--- config.mk ---
export PLATFORM = sky130hd
export DESIGN_NAME = wb_mem_arbiter
export DESIGN_NICKNAME = d
export VERILOG_FILES = /design/src/rtl/wb_arb_pkg.sv /design/src/rtl/rr_arbiter.sv /design/src/rtl/wb_mem_arbiter.sv
export SDC_FILE = /design/constraint.sdc
export NUM_CORES = 1
export LEC_CHECK = 0
export CORE_MARGIN = 10
export CORE_UTILIZATION = 25
export CTS_BUF_LIST = sky130_fd_sc_hd__clkbuf_16
export CTS_CLUSTER_SIZE = 20
export DETAILED_ROUTE_END_ITERATION = 16
export GPL_ROUTABILITY_DRIVEN = 0
export GPL_TIMING_DRIVEN = 0
export PLACE_DENSITY = 0.83
export SYNTH_ARGS = -nofsm -noshare
export SYNTH_HDL_FRONTEND = slang
export SYNTH_SLANG_ARGS = --single-unit
--- constraint.sdc ---
create_clock -name clk -period 2.1 [get_ports clk]
set_input_delay 0.525 -clock clk [delete_from_list [all_inputs] [get_ports clk]]
set_output_delay 0.525 -clock clk [all_outputs]
set_load 0.01 [all_outputs]
--- src/rtl/wb_arb_pkg.sv ---
// Shared constants for the Wishbone memory arbiter: FSM state encoding and
// arbitration mode selectors.
package wb_arb_pkg;

    localparam logic [1:0] ST_IDLE = 2'd0;
    localparam logic [1:0] ST_BUSY = 2'd1;
    localparam logic [1:0] ST_ERR  = 2'd2;

    localparam int ARB_RR    = 0;
    localparam int ARB_FIXED = 1;

endpackage

--- src/rtl/rr_arbiter.sv ---
// Combinational one-hot grant picker: round-robin starting after the last
// owner, or fixed priority with the lowest index winning.
module rr_arbiter
    import wb_arb_pkg::*;
#(
    parameter int NUM_MASTERS = 2,
    parameter int MODE        = ARB_RR,
    parameter int PTR_W       = $clog2(NUM_MASTERS)
) (
    input  logic [NUM_MASTERS-1:0] req,
    input  logic [PTR_W-1:0]       ptr,
    output logic [NUM_MASTERS-1:0] gnt
);

    logic [PTR_W-1:0] idx;
    logic             found;

    always_comb begin
        gnt   = '0;
        idx   = '0;
        found = 1'b0;
        for (int k = 0; k < NUM_MASTERS; k++) begin
            if (MODE == ARB_FIXED) begin
                idx = PTR_W'(k);
            end else begin
                idx = PTR_W'((int'(ptr) + 1 + k) % NUM_MASTERS);
            end
            if (!found && req[idx]) begin
                gnt[idx] = 1'b1;
                found    = 1'b1;
            end
        end
    end

endmodule

--- src/rtl/wb_mem_arbiter.sv ---
// N-master to 1-slave Wishbone classic arbiter with cycle locking, per-master
// ack/err routing and an ack-timeout watchdog.
module wb_mem_arbiter
    import wb_arb_pkg::*;
#(
    parameter int NUM_MASTERS    = 2,
    parameter int DATA_WIDTH     = 32,
    parameter int ADDR_WIDTH     = 32,
    parameter int PRIORITY_MODE  = 0,
    parameter int TIMEOUT_CYCLES = 255
) (
    input  logic                              clk,
    input  logic                              rst,
    input  logic [NUM_MASTERS-1:0]            m_cyc_i,
    input  logic [NUM_MASTERS-1:0]            m_stb_i,
    input  logic [NUM_MASTERS-1:0]            m_we_i,
    input  logic [NUM_MASTERS*ADDR_WIDTH-1:0] m_adr_i,
    input  logic [NUM_MASTERS*DATA_WIDTH-1:0] m_dat_i,
    output logic [DATA_WIDTH-1:0]             m_dat_o,
    output logic [NUM_MASTERS-1:0]            m_ack_o,
    output logic [NUM_MASTERS-1:0]            m_err_o,
    output logic                              s_cyc_o,
    output logic                              s_stb_o,
    output logic                              s_we_o,
    output logic [ADDR_WIDTH-1:0]             s_adr_o,
    output logic [DATA_WIDTH-1:0]             s_dat_o,
    input  logic [DATA_WIDTH-1:0]             s_dat_i,
    input  logic                              s_ack_i,
    output logic [NUM_MASTERS-1:0]            grant_o
);

    localparam int PTR_W = $clog2(NUM_MASTERS);
    localparam int CNT_W = (TIMEOUT_CYCLES > 1) ? $clog2(TIMEOUT_CYCLES + 1) : 1;
    localparam logic [CNT_W-1:0] CNT_LAST =
        (TIMEOUT_CYCLES > 0) ? CNT_W'(TIMEOUT_CYCLES - 1) : '0;

    logic [1:0]             state;
    logic [NUM_MASTERS-1:0] grant;
    logic [NUM_MASTERS-1:0] arb_gnt;
    logic [PTR_W-1:0]       ptr;
    logic [PTR_W-1:0]       gnt_idx;
    logic [CNT_W-1:0]       wd_cnt;
    logic                   busy;
    logic                   owner_cyc;
    logic                   timeout_hit;

    rr_arbiter #(
        .NUM_MASTERS (NUM_MASTERS),
        .MODE        (PRIORITY_MODE),
        .PTR_W       (PTR_W)
    ) u_arb (
        .req (m_cyc_i),
        .ptr (ptr),
        .gnt (arb_gnt)
    );

    always_comb begin
        gnt_idx = '0;
        for (int i = 0; i < NUM_MASTERS; i++) begin
            if (grant[i]) gnt_idx = PTR_W'(i);
        end
    end

    assign busy      = (state == ST_BUSY);
    assign owner_cyc = |(m_cyc_i & grant);

    // Slave cycle drops in the same cycle the owner releases, before the FSM catches up.
    assign s_cyc_o = busy & owner_cyc;
    assign s_stb_o = s_cyc_o & |(m_stb_i & grant);
    assign s_we_o  = busy & |(m_we_i & grant);

    always_comb begin
        s_adr_o = '0;
        s_dat_o = '0;
        if (busy) begin
            for (int i = 0; i < NUM_MASTERS; i++) begin
                if (grant[i]) begin
                    s_adr_o = m_adr_i[i*ADDR_WIDTH +: ADDR_WIDTH];
                    s_dat_o = m_dat_i[i*DATA_WIDTH +: DATA_WIDTH];
                end
            end
        end
    end

    assign m_dat_o = s_dat_i;
    assign m_ack_o = grant & {NUM_MASTERS{busy & s_ack_i}};
    assign m_err_o = grant & {NUM_MASTERS{state == ST_ERR}};
    assign grant_o = grant;

    // An ack on the limit cycle suppresses the timeout.
    assign timeout_hit = (TIMEOUT_CYCLES != 0) && s_stb_o && !s_ack_i && (wd_cnt == CNT_LAST);

    always_ff @(posedge clk or negedge rst) begin
        if (!rst) begin
            state  <= ST_IDLE;
            grant  <= '0;
            ptr    <= PTR_W'(NUM_MASTERS - 1);
            wd_cnt <= '0;
        end else begin
            case (state)
                ST_IDLE: begin
                    wd_cnt <= '0;
                    if (|m_cyc_i) begin
                        grant <= arb_gnt;
                        state <= ST_BUSY;
                    end
                end
                ST_BUSY: begin
                    if (!owner_cyc) begin
                        state  <= ST_IDLE;
                        grant  <= '0;
                        ptr    <= gnt_idx;
                        wd_cnt <= '0;
                    end else if (timeout_hit) begin
                        state  <= ST_ERR;
                        wd_cnt <= '0;
                    end else if (s_stb_o && !s_ack_i) begin
                        wd_cnt <= wd_cnt + 1'b1;
                    end else begin
                        wd_cnt <= '0;
                    end
                end
                ST_ERR: begin
                    wd_cnt <= '0;
                    if (owner_cyc) begin
                        state <= ST_BUSY;
                    end else begin
                        state <= ST_IDLE;
                        grant <= '0;
                        ptr   <= gnt_idx;
                    end
                end
                default: begin
                    state  <= ST_IDLE;
                    grant  <= '0;
                    wd_cnt <= '0;
                end
            endcase
        end
    end

endmodule

### After elaboration in Yosys (flattened, before gate mapping)

Index checks and enable logic that the tools add are counted.

| operators by class | value |
|---|---|
| $add $sub $neg | 3 |
| reductions and logical operators | 16 |
| mux-type cells | 30 |
| bitwise logic cells | 11 |
| magnitude comparators | 4 |
| eq/ne operators | 6 |

Operator list:

| operator | number |
|---|---|
| two-way mux 32 bit | 6 |
| two-way mux 8 bit | 4 |
| two-way mux 2 bit | 7 |
| bitwise AND 2 bit | 5 |
| OR reduction 2 bit | 5 |
| two-way mux 1 bit | 9 |
| adder 8 x 1 -> 8 bit (second input constant) | 1 |
| == test 8 bit (second input constant) | 1 |
| one-hot mux 2 bit (3 select lines) | 1 |
| AND reduction 2 bit | 3 |
| logical AND 1 bit | 5 |
| bitwise AND 1 bit | 4 |
| less-than comparator 1 x 2 -> 1 bit (second input constant) | 2 |
| inequality test 2 bit (second input constant) | 2 |
| one-hot mux 2 bit (2 select lines) | 1 |
| inequality test 3 x 2 -> 1 bit (second input constant) | 1 |
| adder 1 bit (second input constant) | 2 |
| demux 1 bit (select 1 bit) | 2 |
| == test 2 x 1 -> 1 bit (second input constant) | 1 |
| == test 2 bit (second input constant) | 1 |
| >= comparator 1 bit (second input constant) | 2 |
| zero test 1 bit | 2 |
| zero test 2 bit | 1 |
| bitwise OR 2 bit | 1 |
| inverter 1 bit | 1 |

| word-level totals | value |
|---|---|
| logic and storage cells | 74 |
| register bits | 13 |
| output and inout bits | 105 |

### Logic depth before layout (Yosys ltp)

| logic depth | value |
|---|---|
| depth in word-level cells | 10 |
| mapped depth | 7 |
| mapped depth without buffers | 6 |

### By module

Synthesis repeated with hierarchy kept, for this count alone.

| second synthesis, totals | value |
|---|---|
| cell total of the unflattened synthesis | 266 |
| area, all modules | 1990.7 um2 |

By module, submodules not included:

| module | sequential area each (um2) | area an instance (um2) | cells each | times used |
|---|---|---|---|---|
| wb_mem_arbiter | 326.6 | 1971.9 | 263 | 1 |
| rr_arbiter | 0.0 | 18.8 | 3 | 1 |

### Worst setup path before layout

OpenSTA, ideal clock, no wires.

| path | value |
|---|---|
| path type | flip-flop to output port |
| start point | reg state[1] |
| end point | out s_adr_o[10] |
| arrival | 1.381 ns |
| required time | 1.575 ns |
| path slack | 0.194 ns |
| stages on the path, launching flop included | 6 |
| cells stage by stage | dfrtp_1 -> inv_1 -> ha_1 -> buf_1 -> clkbuf_1 -> nor2b_1 |

| on the way | value |
|---|---|
| word-level cells in the longest chain between the ends | 2 |

Ends and longest elaborated chain:

| what | RTL line | text |
|---|---|---|
| from (decl) | wb_mem_arbiter.sv:37 | `logic [1:0] state;` |
| from (signal assigned) | wb_mem_arbiter.sv:95 | `state <= ST_IDLE;` |
| from (signal assigned) | wb_mem_arbiter.sv:105 | `state <= ST_BUSY;` |
| from (signal assigned) | wb_mem_arbiter.sv:110 | `state <= ST_IDLE;` |
| == test 2 x 1 -> 1 bit | wb_mem_arbiter.sv:64 | `assign busy = (state == ST_BUSY);` |
| two-way mux 32 bit | wb_mem_arbiter.sv:75 | `if (busy) begin` |
| to (decl) | wb_mem_arbiter.sv:25 | `output logic [ADDR_WIDTH-1:0] s_adr_o,` |

Every way passes these cells.

### Worst setup path after layout

| path | value |
|---|---|
| start point | reg grant[1] (netlist: grant_o[1]) |
| end point | out s_stb_o |

| on the way | value |
|---|---|
| word-level cells in the longest chain between the ends | 4 |

Ends and longest elaborated chain:

| what | RTL line | text |
|---|---|---|
| from (decl) | wb_mem_arbiter.sv:38 | `logic [NUM_MASTERS-1:0] grant;` |
| from (signal assigned) | wb_mem_arbiter.sv:104 | `grant <= arb_gnt;` |
| bitwise AND 2 bit | wb_mem_arbiter.sv:65 | `assign owner_cyc = \|(m_cyc_i & grant);` |
| OR reduction 2 bit | wb_mem_arbiter.sv:65 |  |
| bitwise AND 1 bit | wb_mem_arbiter.sv:68 | `assign s_cyc_o = busy & owner_cyc;` |
| bitwise AND 1 bit * | wb_mem_arbiter.sv:69 | `assign s_stb_o = s_cyc_o & \|(m_stb_i & grant);` |
| to (decl) | wb_mem_arbiter.sv:23 | `output logic s_stb_o,` |

Mark *: on every way between the ends. The rest lies on a longest branch, timed or not.

==> results by group <==
Status
  • Outcome: finished with violations
  • Failing checks: setup timing

Timing
  • Worst rel slew slack: 58.5%
  • Setup Viol. Count Final: 23
  • Least-Margin Pin Slew: 0.621 ns
  • Worst hold slack: 0.474 ns
  • Setup WS post-layout: -0.0836 ns
  • Final Hold Viols: 0
  • Unrepaired setup endpoints after global routing: yes
  • Final setup TNS: -0.659 ns
  • Fin crit period: 2.18 ns
  • Clk_skew: 0.00162 ns
  • Fin. max-slew vios: 0
  • Period utilization: 104%
  • F_max: 458 MHz

Routing
  • # DRC: 0
  • Via density: 4.76
  • Via count: 3006
  • DRT Pass-1 Iters: 4
  • Initial DRC Count: 137
  • Antenna Nets Post-Route: 0
  • Final WL: 13.1 mm
  • Post-DR wirelength/cell: 20.7 um

Logic synthesis
  • Post-synth top flop: dfrtp_1
  • Mapped Avg Cell Area: 7.55 um2
  • Syn. warnings: 0
  • Post-synth cell types: 29
  • Number of synthesized register bits: 13
  • Synth top area share: 25.3%
  • Mapped Cells: 263
  • Mapped cell area: 1990 um2
  • Async set or reset register ratio after synthesis: 100%
  • Yosys top cell by area: a22oi_1
  • EDFF count, synth: 0
  • Total nets after synthesis: 438
  • Sequential cell area fraction in the yosys report: 16.4%
  • Synth area leaders: a22oi_1 25%, nor2b_1 21%, dfrtp_1 15%

Critical path
  • Cell count of the worst reg-to-reg path: 8
  • Flop2flop setup slack: 0.26 ns
  • RR Endpoint: state[0]
  • Crit Path Class: reg2out
  • Critical-path cell list: buf_6 -> buf_12 -> buf_4 -> a22o_4 -> nand2_4 -> nor2_1 -> clkdlybuf4s15_1
  • Setup crit end kind: output pin
  • Worst EP required: 1.57 ns
  • Worst reg2reg startpoint: grant_o[1]
  • Crit path largest cell delay: 0.39 ns
  • WP data arrival: 1.66 ns
  • CP max FO: 5
  • CP startpoint: grant_o[1]
  • Slowest-stage cell, CP: dfrtp_1
  • CP endpoint: s_stb_o
  • CP Launch Type: flip-flop

Finish
  • ANT cells: 0
  • Post-layout util: 61.8%
  • Layout cells sized above 1: 36.4%
  • Non-filler cells, final: 632
  • Post-route cell area: 4780 um2
  • P&R area growth vs syn: 140%
  • Most common cell after layout, fill and taps aside: clkdlybuf4s50_1
  • Layout net count: 706
  • Most frequent cells in the layout: 168 x clkdlybuf4s50_1, 66 x nor2b_1, 65 x buf_2

Placement
  • Placed cells: 606
  • DP Area: 4530 um2
  • IO Port Bufs: 241
  • Dpl hpwl: 10.7 mm
  • Place WS: -0.743 ns

Power and ir drop
  • Sw power: 1.71 mW
  • Pwr Total: 4.05 mW
  • Combinational Power Share: 82.5%
  • Clock share of power: 9.2%
  • Reg power frac: 8.3%
  • Leak: 2.06 nW
  • Power Internal: 2.34 mW
  • Switching share of power: 42.3%
  • VDD IR max: 0.553 mV
  • PwrDens: 849 nW/um2

Clocking
  • Root buffer cell: clkbuf_16
  • Cts hold-fix bufs: 0
  • Reg clk slew, reported paths: 0.05 ns
  • CTS Buf Count: 3
  • CTS tree: yes
  • Clock sink total: 13
  • Htree depth: 1
  • Clock buffer depth: 2
  • Worst skew pair latency: 0.25 ns

Floorplanning
  • Die width: 109 um
  • Ports: 274
  • CORE AREA: 7730 um2
  • Initial Util: 25.7%
  • Chip Height: 109 um
  • FP Rows: 32
  • Die footprint: 11900 um2

GRT
  • Total grt overflow: 0
  • Vias in the first global route: 3016
  • Pin count of the biggest net entering global routing: 14
  • Initial antenna violation count: 0
  • Total Routing Usage GR: 18.9%
  • First-pass GRT wire length: 17.8 mm

Min path
  • HP Class: reg2reg

Flow run
  • Max-Cap Viols: 0
==> worst max-delay path: cells and delay by family (launching register included) <==
family,cells,cell delay (ns)
compound gates,1,0.24
buf+inv,4,0.65
simple gates,2,0.14
flops,1,0.39
==> worst min-delay path by stage <==
stage                             to  startpoint  cells past startpoint
after floorplan           grant_o[0]         rst                      0
after global placement     wd_cnt[0]   wd_cnt[0]                      1
after detailed placement   wd_cnt[0]   wd_cnt[0]                      1
after CTS                  wd_cnt[0]   wd_cnt[0]                      1
after global routing       wd_cnt[0]   wd_cnt[0]                      1
final                      wd_cnt[0]   wd_cnt[0]                      1
==> state kept, by name (all words and copies together) (netlist names) <==
signal   count
ptr          1
wd_cnt       8
grant_o      2
state        2
==> cell type report <==
type | count | area, um2
Timing Repair Buffer | 268 | 2310
Clock buffer | 3 | 75.1
Sequential cell | 13 | 329
Fill cell | 684 | 2950
Inverter | 4 | 15.0
Tap cell | 102 | 128
Multi-Input combinational cell | 190 | 1480
Clock inverter | 1 | 5.00
Buffer | 51 | 428
==> per-layer routing <==
| layer | GRT usage [%] | share of wire (%) | up-vias |
|---|---|---|---|
| li1 | - | - | 1431 |
| met1 | 19.7 | 35 | 1424 |
| met2 | 37.4 | 56 | 138 |
| met3 | 4.90 | 8.1 | 13 |
| met4 | 2.92 | 1.3 | 0 |
| met5 | 0 | 0 | - |
==> kinds of logic after synthesis <==
| logic type | share of synthesized area [%] |
|---|---|
| adder cells (fa/ha/maj) | 3.78 |
| buffers and inverters | 18.1 |
| AND/OR/NAND/NOR | 29.5 |
| flip-flops | 16.4 |
| XOR/XNOR | 2.65 |
| AO/OA/AOI/OAI | 28.4 |
| multiplexers | 1.13 |
==> power groups by stage <==
| stage | Clock (mW) | Sequential (mW) | Combinational, mW |
|---|---|---|---|
| 2_1_floorplan | 0 | 0.328 | 1.49 |
| 3_3_place_gp | 0 | 0.333 | 2.90 |
| 3_5_place_dp | 0 | 0.339 | 2.95 |
| 4_1_cts | 0.372 | 0.335 | 3.12 |
| 5_1_grt | 0.383 | 0.343 | 3.57 |
| 6_report | 0.373 | 0.336 | 3.34 |
==> cell usage after synthesis, types with 3 or more instances <==
library cell  number
buf_1              8
and3_1             3
nand2_1            5
nand3_1            4
a22oi_1           67
clkbuf_1          12
xnor2_1            3
nor2b_1           67
inv_1              4
buf_4             33
a21oi_1            4
nor2_1            15
dfrtp_1           12
xor2_1             3
ha_1               6
==> timing repair <==
action	4_1_cts	5_1_grt
gates cloned	4	2
pin swaps	0	3
buffers inserted	12	12
setup endpoints to repair	71	65
resized for setup	306	82
Note: power is estimated with default switching activity, not from simulation.
